<file path="src/rtl/mem_arbiter_if.sv">
// Bus bundle between the core port, the external loader port and the shared memory.
// The slave modport is the arbiter's view; master is the requesters' and memory's view.
interface mem_arbiter_if #(
  parameter int AW = 32,
  parameter int DW = 32
);
  logic          core_req;
  logic          core_we;
  logic [AW-1:0] core_addr;
  logic [DW-1:0] core_wdata;
  logic          core_ack;
  logic          core_err;
  logic [DW-1:0] core_rdata;

  logic          ext_req;
  logic          ext_we;
  logic [AW-1:0] ext_addr;
  logic [DW-1:0] ext_wdata;
  logic          ext_ack;
  logic          ext_err;
  logic [DW-1:0] ext_rdata;

  logic          mem_req;
  logic          mem_we;
  logic [AW-1:0] mem_addr;
  logic [DW-1:0] mem_wdata;
  logic [DW-1:0] mem_rdata;
  logic          mem_ready;

  modport slave (
    input  core_req, core_we, core_addr, core_wdata,
    output core_ack, core_err, core_rdata,
    input  ext_req, ext_we, ext_addr, ext_wdata,
    output ext_ack, ext_err, ext_rdata,
    output mem_req, mem_we, mem_addr, mem_wdata,
    input  mem_rdata, mem_ready
  );

  modport master (
    output core_req, core_we, core_addr, core_wdata,
    input  core_ack, core_err, core_rdata,
    output ext_req, ext_we, ext_addr, ext_wdata,
    input  ext_ack, ext_err, ext_rdata,
    input  mem_req, mem_we, mem_addr, mem_wdata,
    output mem_rdata, mem_ready
  );
endinterface

</file>
<file path="src/rtl/mem_arbiter.sv">
// Two-port arbiter in front of a single ready-handshake memory, with a transfer watchdog.
// Define MEM_ARB_RR_EN for round-robin arbitration; otherwise the core has fixed priority.
module mem_arbiter #(
  parameter int AW      = 32,
  parameter int DW      = 32,
  parameter int TIMEOUT = 16
) (
  input  logic          clk,
  input  logic          reset,
  mem_arbiter_if.slave  bus
);
  localparam int            CW       = $clog2(TIMEOUT);
  localparam logic [CW-1:0] CNT_LAST = CW'(TIMEOUT - 1);
  localparam logic [CW-1:0] CNT_ONE  = CW'(1);

  typedef enum logic [1:0] {IDLE = 2'd0, BUSY = 2'd1, RESP = 2'd2} state_t;

  state_t        state_r, state_s;
  logic [CW-1:0] cnt_r, cnt_s;
  logic          owner_r, owner_s;
  logic          last_r, last_s;
  logic          mem_req_r, mem_req_s;
  logic          mem_we_r, mem_we_s;
  logic [AW-1:0] mem_addr_r, mem_addr_s;
  logic [DW-1:0] mem_wdata_r, mem_wdata_s;
  logic          core_ack_r, core_ack_s, core_err_r, core_err_s;
  logic [DW-1:0] core_rdata_r, core_rdata_s;
  logic          ext_ack_r, ext_ack_s, ext_err_r, ext_err_s;
  logic [DW-1:0] ext_rdata_r, ext_rdata_s;
  logic          grant_ext_s;
  logic          done_s;
  logic          resp_err_s;
  logic [DW-1:0] resp_rdata_s;

  // Arbitration decision between the two requesters for an IDLE grant.
  always_comb begin
`ifdef MEM_ARB_RR_EN
    grant_ext_s = bus.ext_req & (~bus.core_req | ~last_r);
`else
    grant_ext_s = bus.ext_req & ~bus.core_req;
`endif
  end

  // Next-state and next-output logic for the IDLE/BUSY/RESP sequencer.
  always_comb begin
    state_s      = state_r;
    cnt_s        = cnt_r;
    owner_s      = owner_r;
    last_s       = last_r;
    mem_req_s    = mem_req_r;
    mem_we_s     = mem_we_r;
    mem_addr_s   = mem_addr_r;
    mem_wdata_s  = mem_wdata_r;
    core_ack_s   = 1'b0;
    core_err_s   = core_err_r;
    core_rdata_s = core_rdata_r;
    ext_ack_s    = 1'b0;
    ext_err_s    = ext_err_r;
    ext_rdata_s  = ext_rdata_r;
    done_s       = 1'b0;
    resp_err_s   = 1'b0;
    resp_rdata_s = {DW{1'b0}};

    case (state_r)
      IDLE: begin
        if (bus.core_req | bus.ext_req) begin
          owner_s     = grant_ext_s;
          last_s      = grant_ext_s;
          mem_we_s    = grant_ext_s ? bus.ext_we    : bus.core_we;
          mem_addr_s  = grant_ext_s ? bus.ext_addr  : bus.core_addr;
          mem_wdata_s = grant_ext_s ? bus.ext_wdata : bus.core_wdata;
          cnt_s       = {CW{1'b0}};
          mem_req_s   = 1'b1;
          state_s     = BUSY;
        end else begin
          state_s = IDLE;
        end
      end
      BUSY: begin
        // The counter stops at its last value; reaching it ends the transfer.
        if (cnt_r != CNT_LAST) begin
          cnt_s = cnt_r + CNT_ONE;
        end else begin
          cnt_s = cnt_r;
        end
        if (bus.mem_ready) begin
          done_s       = 1'b1;
          resp_err_s   = 1'b0;
          resp_rdata_s = mem_we_r ? {DW{1'b0}} : bus.mem_rdata;
        end else if (cnt_r == CNT_LAST) begin
          done_s       = 1'b1;
          resp_err_s   = 1'b1;
          resp_rdata_s = {DW{1'b0}};
        end else begin
          done_s = 1'b0;
        end
      end
      RESP: begin
        state_s = IDLE;
      end
      default: begin
        state_s   = IDLE;
        mem_req_s = 1'b0;
      end
    endcase

    if (done_s) begin
      mem_req_s = 1'b0;
      state_s   = RESP;
      if (owner_r) begin
        ext_ack_s   = 1'b1;
        ext_err_s   = resp_err_s;
        ext_rdata_s = resp_rdata_s;
      end else begin
        core_ack_s   = 1'b1;
        core_err_s   = resp_err_s;
        core_rdata_s = resp_rdata_s;
      end
    end else begin
      mem_req_s = mem_req_s;
    end
  end

  // Registered state, memory request fields and response outputs.
  always_ff @(posedge clk) begin
    if (!reset) begin
      state_r      <= IDLE;
      cnt_r        <= {CW{1'b0}};
      owner_r      <= 1'b0;
      last_r       <= 1'b1;
      mem_req_r    <= 1'b0;
      mem_we_r     <= 1'b0;
      mem_addr_r   <= {AW{1'b0}};
      mem_wdata_r  <= {DW{1'b0}};
      core_ack_r   <= 1'b0;
      core_err_r   <= 1'b0;
      core_rdata_r <= {DW{1'b0}};
      ext_ack_r    <= 1'b0;
      ext_err_r    <= 1'b0;
      ext_rdata_r  <= {DW{1'b0}};
    end else begin
      state_r      <= state_s;
      cnt_r        <= cnt_s;
      owner_r      <= owner_s;
      last_r       <= last_s;
      mem_req_r    <= mem_req_s;
      mem_we_r     <= mem_we_s;
      mem_addr_r   <= mem_addr_s;
      mem_wdata_r  <= mem_wdata_s;
      core_ack_r   <= core_ack_s;
      core_err_r   <= core_err_s;
      core_rdata_r <= core_rdata_s;
      ext_ack_r    <= ext_ack_s;
      ext_err_r    <= ext_err_s;
      ext_rdata_r  <= ext_rdata_s;
    end
  end

  assign bus.mem_req    = mem_req_r;
  assign bus.mem_we     = mem_we_r;
  assign bus.mem_addr   = mem_addr_r;
  assign bus.mem_wdata  = mem_wdata_r;
  assign bus.core_ack   = core_ack_r;
  assign bus.core_err   = core_err_r;
  assign bus.core_rdata = core_rdata_r;
  assign bus.ext_ack    = ext_ack_r;
  assign bus.ext_err    = ext_err_r;
  assign bus.ext_rdata  = ext_rdata_r;
endmodule

</file>
<file path="src/flat_wrapper.sv">
// flat-port wrapper written by rule: the top's interface ports become plain ports
module mem_arbiter_flat 
#(
  parameter int AW      = 32,
  parameter int DW      = 32,
  parameter int TIMEOUT = 16
)
  (clk, reset, bus_core_req, bus_core_we, bus_core_addr, bus_core_wdata, bus_core_ack, bus_core_err, bus_core_rdata, bus_ext_req, bus_ext_we, bus_ext_addr, bus_ext_wdata, bus_ext_ack, bus_ext_err, bus_ext_rdata, bus_mem_req, bus_mem_we, bus_mem_addr, bus_mem_wdata, bus_mem_rdata, bus_mem_ready);
  mem_arbiter_if #(.AW(AW), .DW(DW)) bus_i ();
  input  logic clk;
  input  logic reset;
  input wire logic [$bits(bus_i.core_req)-1:0] bus_core_req;
  input wire logic [$bits(bus_i.core_we)-1:0] bus_core_we;
  input wire logic [$bits(bus_i.core_addr)-1:0] bus_core_addr;
  input wire logic [$bits(bus_i.core_wdata)-1:0] bus_core_wdata;
  output wire logic [$bits(bus_i.core_ack)-1:0] bus_core_ack;
  output wire logic [$bits(bus_i.core_err)-1:0] bus_core_err;
  output wire logic [$bits(bus_i.core_rdata)-1:0] bus_core_rdata;
  input wire logic [$bits(bus_i.ext_req)-1:0] bus_ext_req;
  input wire logic [$bits(bus_i.ext_we)-1:0] bus_ext_we;
  input wire logic [$bits(bus_i.ext_addr)-1:0] bus_ext_addr;
  input wire logic [$bits(bus_i.ext_wdata)-1:0] bus_ext_wdata;
  output wire logic [$bits(bus_i.ext_ack)-1:0] bus_ext_ack;
  output wire logic [$bits(bus_i.ext_err)-1:0] bus_ext_err;
  output wire logic [$bits(bus_i.ext_rdata)-1:0] bus_ext_rdata;
  output wire logic [$bits(bus_i.mem_req)-1:0] bus_mem_req;
  output wire logic [$bits(bus_i.mem_we)-1:0] bus_mem_we;
  output wire logic [$bits(bus_i.mem_addr)-1:0] bus_mem_addr;
  output wire logic [$bits(bus_i.mem_wdata)-1:0] bus_mem_wdata;
  input wire logic [$bits(bus_i.mem_rdata)-1:0] bus_mem_rdata;
  input wire logic [$bits(bus_i.mem_ready)-1:0] bus_mem_ready;
  assign bus_i.core_req = bus_core_req;
  assign bus_i.core_we = bus_core_we;
  assign bus_i.core_addr = bus_core_addr;
  assign bus_i.core_wdata = bus_core_wdata;
  assign bus_core_ack = bus_i.core_ack;
  assign bus_core_err = bus_i.core_err;
  assign bus_core_rdata = bus_i.core_rdata;
  assign bus_i.ext_req = bus_ext_req;
  assign bus_i.ext_we = bus_ext_we;
  assign bus_i.ext_addr = bus_ext_addr;
  assign bus_i.ext_wdata = bus_ext_wdata;
  assign bus_ext_ack = bus_i.ext_ack;
  assign bus_ext_err = bus_i.ext_err;
  assign bus_ext_rdata = bus_i.ext_rdata;
  assign bus_mem_req = bus_i.mem_req;
  assign bus_mem_we = bus_i.mem_we;
  assign bus_mem_addr = bus_i.mem_addr;
  assign bus_mem_wdata = bus_i.mem_wdata;
  assign bus_i.mem_rdata = bus_mem_rdata;
  assign bus_i.mem_ready = bus_mem_ready;
  mem_arbiter #(.AW(AW), .DW(DW), .TIMEOUT(TIMEOUT)) u_core (.clk(clk), .reset(reset), .bus(bus_i));
endmodule
</file>
<file path="config.mk">
export PLATFORM = sky130hd
export DESIGN_NAME = mem_arbiter_flat
export DESIGN_NICKNAME = d
export VERILOG_FILES = /design/src/rtl/mem_arbiter_if.sv /design/src/rtl/mem_arbiter.sv /design/src/flat_wrapper.sv
export SDC_FILE = /design/constraint.sdc
export NUM_CORES = 1
export LEC_CHECK = 0
export ABC_CLOCK_PERIOD_IN_PS = 2140
export BUFFER_PORTS_ARGS = -buffer_cell sky130_fd_sc_hd__buf_2
export CAP_MARGIN = 15
export CORE_MARGIN = 2
export CORE_UTILIZATION = 25
export CTS_CLUSTER_DIAMETER = 30
export CTS_CLUSTER_SIZE = 30
export DETAILED_ROUTE_END_ITERATION = 12
export PLACE_DENSITY = 0.55
export SETUP_SLACK_MARGIN = 0.5
export SLEW_MARGIN = 5
export SYNTH_ARGS = -nofsm -noshare
export SYNTH_HDL_FRONTEND = slang
export SYNTH_SLANG_ARGS = --single-unit
</file>
<file path="constraint.sdc">
create_clock -name clk -period 2.14 [get_ports clk]
set_clock_uncertainty 0.15 [all_clocks]
set_input_delay 0.107 -clock clk [delete_from_list [all_inputs] [get_ports clk]]
set_output_delay 0.107 -clock clk [all_outputs]
set_load 0.05 [all_outputs]
</file>
==> results of run 1 <==
registers in the layout, summed over array words and instances (netlist names):
name                   count
u_core.owner_r             1
u_core.bus.ext_rdata      32
u_core.bus.ext_err         1
u_core.bus.core_rdata     32
u_core.state_r             2
u_core.bus.mem_req         1
u_core.bus.mem_we          1
u_core.bus.core_ack        1
u_core.bus.ext_ack         1
u_core.bus.core_err        1
u_core.cnt_r               4
u_core.bus.mem_addr       32
u_core.bus.mem_wdata      32
logic make-up after synthesis:
logic type / count (synthesis)
AND/OR/NAND/NOR: 188
multiplexers: 65
AO/OA/AOI/OAI: 153
adder cells (fa/ha/maj): 3
buffers and inverters: 60
flip-flops: 141
per-stage QoR:
stage	worst slack (ps)	power, uW
2_1_floorplan	478.3	4366
3_3_place_gp	267.3	4864
3_5_place_dp	210.7	4886
4_1_cts	506.4	8149
5_1_grt	445.7	8517
6_report	510.9	8121
layout make-up:
type	instances	area (um^2)	area share, %
Clock buffer	19	432.9	4.265
Clock inverter	13	141.4	1.393
Tap cell	319	399.1	3.932
Inverter	5	20.02	0.1972
Sequential cell	141	2826	27.84
Multi-Input combinational cell	409	2821	27.79
Timing Repair Buffer	489	3510	34.57
power by group:
part / total, uW / switching [uW] / internal (uW)
clock: 2920 / 1200 / 1720
combinational: 2260 / 1410 / 849
sequential: 2940 / 112 / 2830
total: 8120 / 2720 / 5400
final timing paths:
check	start	to	slack, ps
min reg2reg	u_core.bus.ext_rdata[11]	u_core.bus.ext_rdata[11]	310
min	bus_ext_addr[4]	u_core.bus.mem_addr[4]	10
max	bus_ext_req	u_core.bus.mem_wdata[16]	510
max reg2reg	u_core.state_r[0]	u_core.bus.mem_addr[9]	550
repair_timing:
| item | in CTS | in global routing |
|---|---|---|
| resized for setup | 10 | 14 |
| cloned | 0 | 3 |
| hold buffers | 161 | 0 |
| buffers inserted | 4 | 1 |
| pin swaps | 0 | 2 |
| endpoints found under the setup margin | 128 | 112 |
| endpoints found under the hold margin | 135 | 0 |
synth_stat cells (2+ instances only):
| cell | number | area, um^2 |
|---|---|---|
| dfxtp_1 | 141 | 2823 |
| nand2_1 | 99 | 371.6 |
| nor2_1 | 74 | 277.8 |
| mux2i_1 | 65 | 650.6 |
| o22ai_1 | 64 | 400.4 |
| a211oi_2 | 50 | 625.6 |
| clkbuf_1 | 19 | 71.32 |
| a211oi_1 | 18 | 135.1 |
| buf_2 | 17 | 85.08 |
| buf_4 | 8 | 60.06 |
| nand3_1 | 7 | 35.03 |
| buf_12 | 6 | 120.1 |
| a31oi_1 | 5 | 31.28 |
| a21oi_1 | 4 | 20.02 |
| buf_1 | 4 | 15.01 |
| ha_1 | 3 | 37.54 |
| inv_1 | 3 | 11.26 |
| nor2b_1 | 3 | 18.77 |
| inv_2 | 2 | 7.510 |
| nand2b_1 | 2 | 12.51 |
| o21ai_0 | 2 | 10.01 |
| o221a_1 | 2 | 22.52 |
worst register-to-register path, stage by stage, from the launching register on:
cell and delay, ps:
dfxtp_2 380, inv_2 60, ha_4 160, o21a_4 180, buf_12 150, clkbuf_16 190, a211oi_1 220
metal layers:
metal  up-vias  global-route usage, %  part of all wire (%)
met5         -                      0                     0
met1      2886                  18.24                    43
met3        12                  4.545                   7.7
li1       3097                      -                     -
met2       237                  28.47                    48
met4         0                  4.762                  0.92
==> results.toml, run 1 <==
[global_routing]
grt_pass1_wl_mm = 31.26
grtUsageTotal_pct = 15.86
overflow = 0
grt_antenna_before_repair = 0
grt_start_max_net_pins = 97
grt_pass1_vias = 6244

[critical_path]
cp_num_cells = 6
cp-end-kind = "flop"
critPathLaunchType = "primary input"
crit_slowest_cell = "dlygate4sd3_1"
crit_type = "primary input to flop"
rr_worst_depth = 6
cp_num_buf_inv = 3
cp.arrival_ps = 1770
path_cells = "buf_2 -> nor2b_4 -> buf_6 -> mux2i_1 -> dlygate4sd3_1 -> a211oi_2"
cp.required_ps = 2280
path_max_fanout = 27
cp_top_family = "buffers and inverters"
max_stage_delay_ps = 590

[place]
io_buffer_count = 300
dp_cells = 1194
dp_hpwl_mm = 12.89
post_dp_cell_area_um2 = 7746
gp_congestion = 0.7536

[synthesis]
syn_area_um2 = 5957
syn_area_per_cell_um2 = 9.766
synthXorXnorAreaFrac_pct = 0
ys.flop_type = "dfxtp_1"
muxShareOfSynthArea_pct = 10.92
ys_ff_latch = 141
yosysWarningCount = 0
synth_edf_count = 0
asyncSetResetFlopFracSynth_pct = 0
synthSimpleGateAreaFrac_pct = 12.48
syn-num-nets = 780
synth_adder_area_share_pct = 0.6301
synthCells = 610
synth_top_family_by_area = "compound AO/OA/AOI/OAI gates"
ys_types = 34
synth_compound_area_share_pct = 22.18
ys_seq_area_share_pct = 47.39

[power_and_ir_drop]
p_leak_uw = 0.004493
ir_worst_vdd_mv = 0.3907
power_density_nw_per_um2 = 800.0

[clock_network]
clkSlewWorstSetupHoldPaths_ps = 60
cts_sinks = 141
cts_root_buffer = "clkbuf_16"
cts_buffers = 17
cts-htree-levels = 4
clock_latency_ps = 410
cts_tree = "built"
cts_buffer_depth = 2

[timing]
drv_slew = 0
max_slew_margin_pct = 72.99
fin_tns_setup_ps = 0
finalCriticalPeriod_ps = 1629
final.period_utilization_pct = 76.13
fmax_mhz = 613.8
finalHoldViolCount = 0
tightest_slew_ps = 405.2
rsz0062_at_grt = "yes"
setup_viol_count_final = 0
hold_ws_ps = 14.73

[route]
drc_errors = 0
wl_per_cell_um = 15.61
wirelength_mm = 21.78
drt-initial-drc-count = 246
vias = 6232
dr.pass1.iters = 4
vias_per_cell = 4.467
antenna_left = 0

[finish]
area_growth_pct = 70.41
antennaDiodeCount = 0
fin_area_um2 = 10150
layout_commonest_cell = "buf_2"
nets = 1233
postLayoutCoreUtil_pct = 43.38
drive_above_1_share_pct = 39.59
final_cell_mix = "buf_2, dlygate4sd3_1, dfxtp_1"
fillers = 2249
fin_cells = 1395

[die]
die_w_um = 158.4
start_util_pct = 25.45
die_height_um = 158.4
rows = 56
coreArea_um2 = 23400
design.die.area_um2 = 25080
boundaryPins = 301

[min_path]
whs_path_depth = 3
worstHoldPathType = "primary input to flop"

[outcome]
outcome = "complete, no violations"

[job]
cap_violations = 0
No activity file was read; power rests on OpenSTA's default activity.
==> inputs of run 2 (changes only) <==
Settings changed: ABC_CLOCK_PERIOD_IN_PS 2140 to 1600.
Clock period 2.14 ns to 1.6 ns, I/O delays scaled along.
==> run 2 against run 1 <==
  * The flow now finishes with violations (negative hold slack, negative setup slack)
  * Sequential power rose by 40%
  * Critical path depth is the same
  * Design area rose by 32%
  * Global-route usage up 2.9 points
  * Clock power is 34% higher
  * Cell count rose by 6.0%
  * Clock-buffer cell count stayed put
  * Utilization is 14 points higher
  * Non-clock buffer count grew 86
  * Worst setup slack worse by 570 ps
  * Die area did not move
  * First-iteration DRC count up 6.9%
  * Critical path type is now flop to flop
  * Largest power group is now combinational logic
  * Highest routed layer unchanged
==> results.toml, run 2 (synthesis gave the netlist of run 1 again) <==
[critical_path]
rr_worst_depth = 6
path_max_fanout = 16
path_cells = "ha_4 -> a31oi_4 -> nor2_4 -> buf_6 -> buf_16 -> o22ai_1"
reg2reg_slack_ps = -60
rr_endpoint = "u_core.bus.core_rdata[1]"
cp_top_family = "compound AO/OA/AOI/OAI gates"
critPathLaunchType = "flop"
cp.required_ps = 1750
r2r_start = "u_core.cnt_r[0]"
crit_type = "flop to flop"
crit_slowest_cell = "dfxtp_4"
max_stage_delay_ps = 350
cp-end-kind = "flop"
cp.arrival_ps = 1820
cp_num_buf_inv = 2

[place]
dp_hpwl_mm = 12.96
gp_congestion = 0.6985
post_dp_cell_area_um2 = 8104
dp_cells = 1206
post-place-ws_ps = 17.86
io_buffer_count = 300

[global_routing]
grtUsageTotal_pct = 18.76
grt_pass1_vias = 7048
overflow = 0
grt_start_max_net_pins = 67
grt_pass1_wl_mm = 36.73
grt_antenna_before_repair = 0

[timing]
fmax_mhz = 601.6
hold_ws_ps = -51.65
setup_viol_count_final = 1
finalCriticalPeriod_ps = 1662
drv_slew = 0
final.period_utilization_pct = 103.9
fin_ws_ps = -62.16
max_slew_margin_pct = 76.14
finalHoldViolCount = 1
rsz0062_at_grt = "yes"
tightest_slew_ps = 348.0

[route]
vias_per_cell = 4.738
vias = 7007
drc_errors = 0
drt-initial-drc-count = 263
dr.pass1.iters = 4
antenna_left = 0
wirelength_mm = 27.73
wl_per_cell_um = 18.75

[die]
rows = 56
die_height_um = 158.4
design.die.area_um2 = 25080
die_w_um = 158.4
boundaryPins = 301
start_util_pct = 25.45
coreArea_um2 = 23400

[clock_network]
cts_buffers = 17
cts_buffer_depth = 2
hold_buffers = 166
cts_root_buffer = "clkbuf_16"
clkSlewWorstSetupHoldPaths_ps = 70
cts-htree-levels = 4
cts_tree = "built"
cts_sinks = 141
clock_latency_ps = 410

[min_path]
hold_end = "u_core.cnt_r[1]"
hold_start = "bus_ext_req"
whs_path_depth = 4
worstHoldPathType = "primary input to flop"

[power_and_ir_drop]
p_total_uw = 12380
p_leak_uw = 0.005536
ir_worst_vdd_mv = 0.5309
power_density_nw_per_um2 = 925.6

[job]
cap_violations = 0

[outcome]
violations = "negative hold slack, negative setup slack"
outcome = "complete, but fails checks"

[finish]
nets = 1319
fin_area_um2 = 13370
final_cell_mix = "buf_2, dlygate4sd3_1, buf_8"
fin_cells = 1479
area_growth_pct = 124.5
layout_commonest_cell = "buf_2"
antennaDiodeCount = 0
drive_above_1_share_pct = 63.53
run 2: cell types whose count changed in the layout (fill, tap and decap cells not counted), moves of 9 or more:
| cell | change |
|---|---|
| a211oi_1 | -16 |
| buf_8 | +125 |
| nor2_4 | +23 |
| dfxtp_1 | -137 |
| buf_6 | +10 |
| a211oi_2 | +14 |
| o22ai_2 | +35 |
| buf_4 | +57 |
| buf_12 | +9 |
| nor2_1 | -27 |
| o22ai_1 | -40 |
| buf_2 | -134 |
| dfxtp_2 | +116 |
| dfxtp_4 | +21 |
run 2: metrics by stage:
step                util (%)  hold WS [ps]  TNS, ps
floorplan                  -         23.90        0
global placement       34.63         216.9        0
detailed placement     34.63         226.8        0
CTS                    52.91        -16.10        0
global route           57.15        -42.72   -148.8
finish                 57.15        -51.65   -62.16
run 2: final cells by class:
type / instances / area, um^2
inverter: 5 / 26.28
timing repair buffer: 575 / 5864
clock buffer: 19 / 464.2
sequential: 141 / 3050
multi-input combinational: 409 / 3461
clock inverter: 11 / 108.9
fill: 1819 / 10030
tap: 319 / 399.1
run 2: how the worst max path moves through the flow:
| stage | start | end | slack (ps) | depth (start not counted) |
|---|---|---|---|---|
| 2_1_floorplan | u_core.state_r[0] | u_core.bus.mem_wdata[17] | 50 | 9 |
| 3_3_place_gp | u_core.state_r[0] | u_core.bus.mem_wdata[16] | 60 | 6 |
| 6_report | u_core.cnt_r[0] | u_core.bus.core_rdata[1] | -60 | 6 |
| 4_1_cts | u_core.state_r[0] | u_core.bus.mem_wdata[13] | 60 | 7 |
| 5_1_grt | u_core.cnt_r[0] | u_core.bus.core_rdata[1] | -100 | 6 |
| 3_5_place_dp | u_core.state_r[0] | u_core.bus.mem_wdata[16] | 20 | 6 |
run 2: metal layers:
layer	GRT usage (%)	vias to the layer above	share of wire, %
met5	0	-	0
met4	8.923	0	3.3
met3	5.879	58	7.8
met2	32.84	309	49
met1	20.66	3367	39
li1	-	3273	-
run 2: timing repair:
item	4_1_cts	5_1_grt
endpoints found under the hold margin	137	1
cloned	7	11
pin swaps	9	42
buffers inserted	29	30
gates resized for setup	559	119
setup endpoints to repair	275	275
run 2: worst register-to-register path: cells and delay by family, from the launching register on:
kind,cells,cell delay [ps]
buf+inv,2,290
flops,1,350
simple gates,1,110
fa+ha+maj,1,180
compound gates,2,490
run 2: power by group:
part / internal, uW / leakage, uW / switching, uW
Sequential: 3840 / 0.00122 / 279
Clock: 2280 / 0.000269 / 1630
Combinational: 2100 / 0.00405 / 2260
Total: 8220 / 0.00554 / 4160
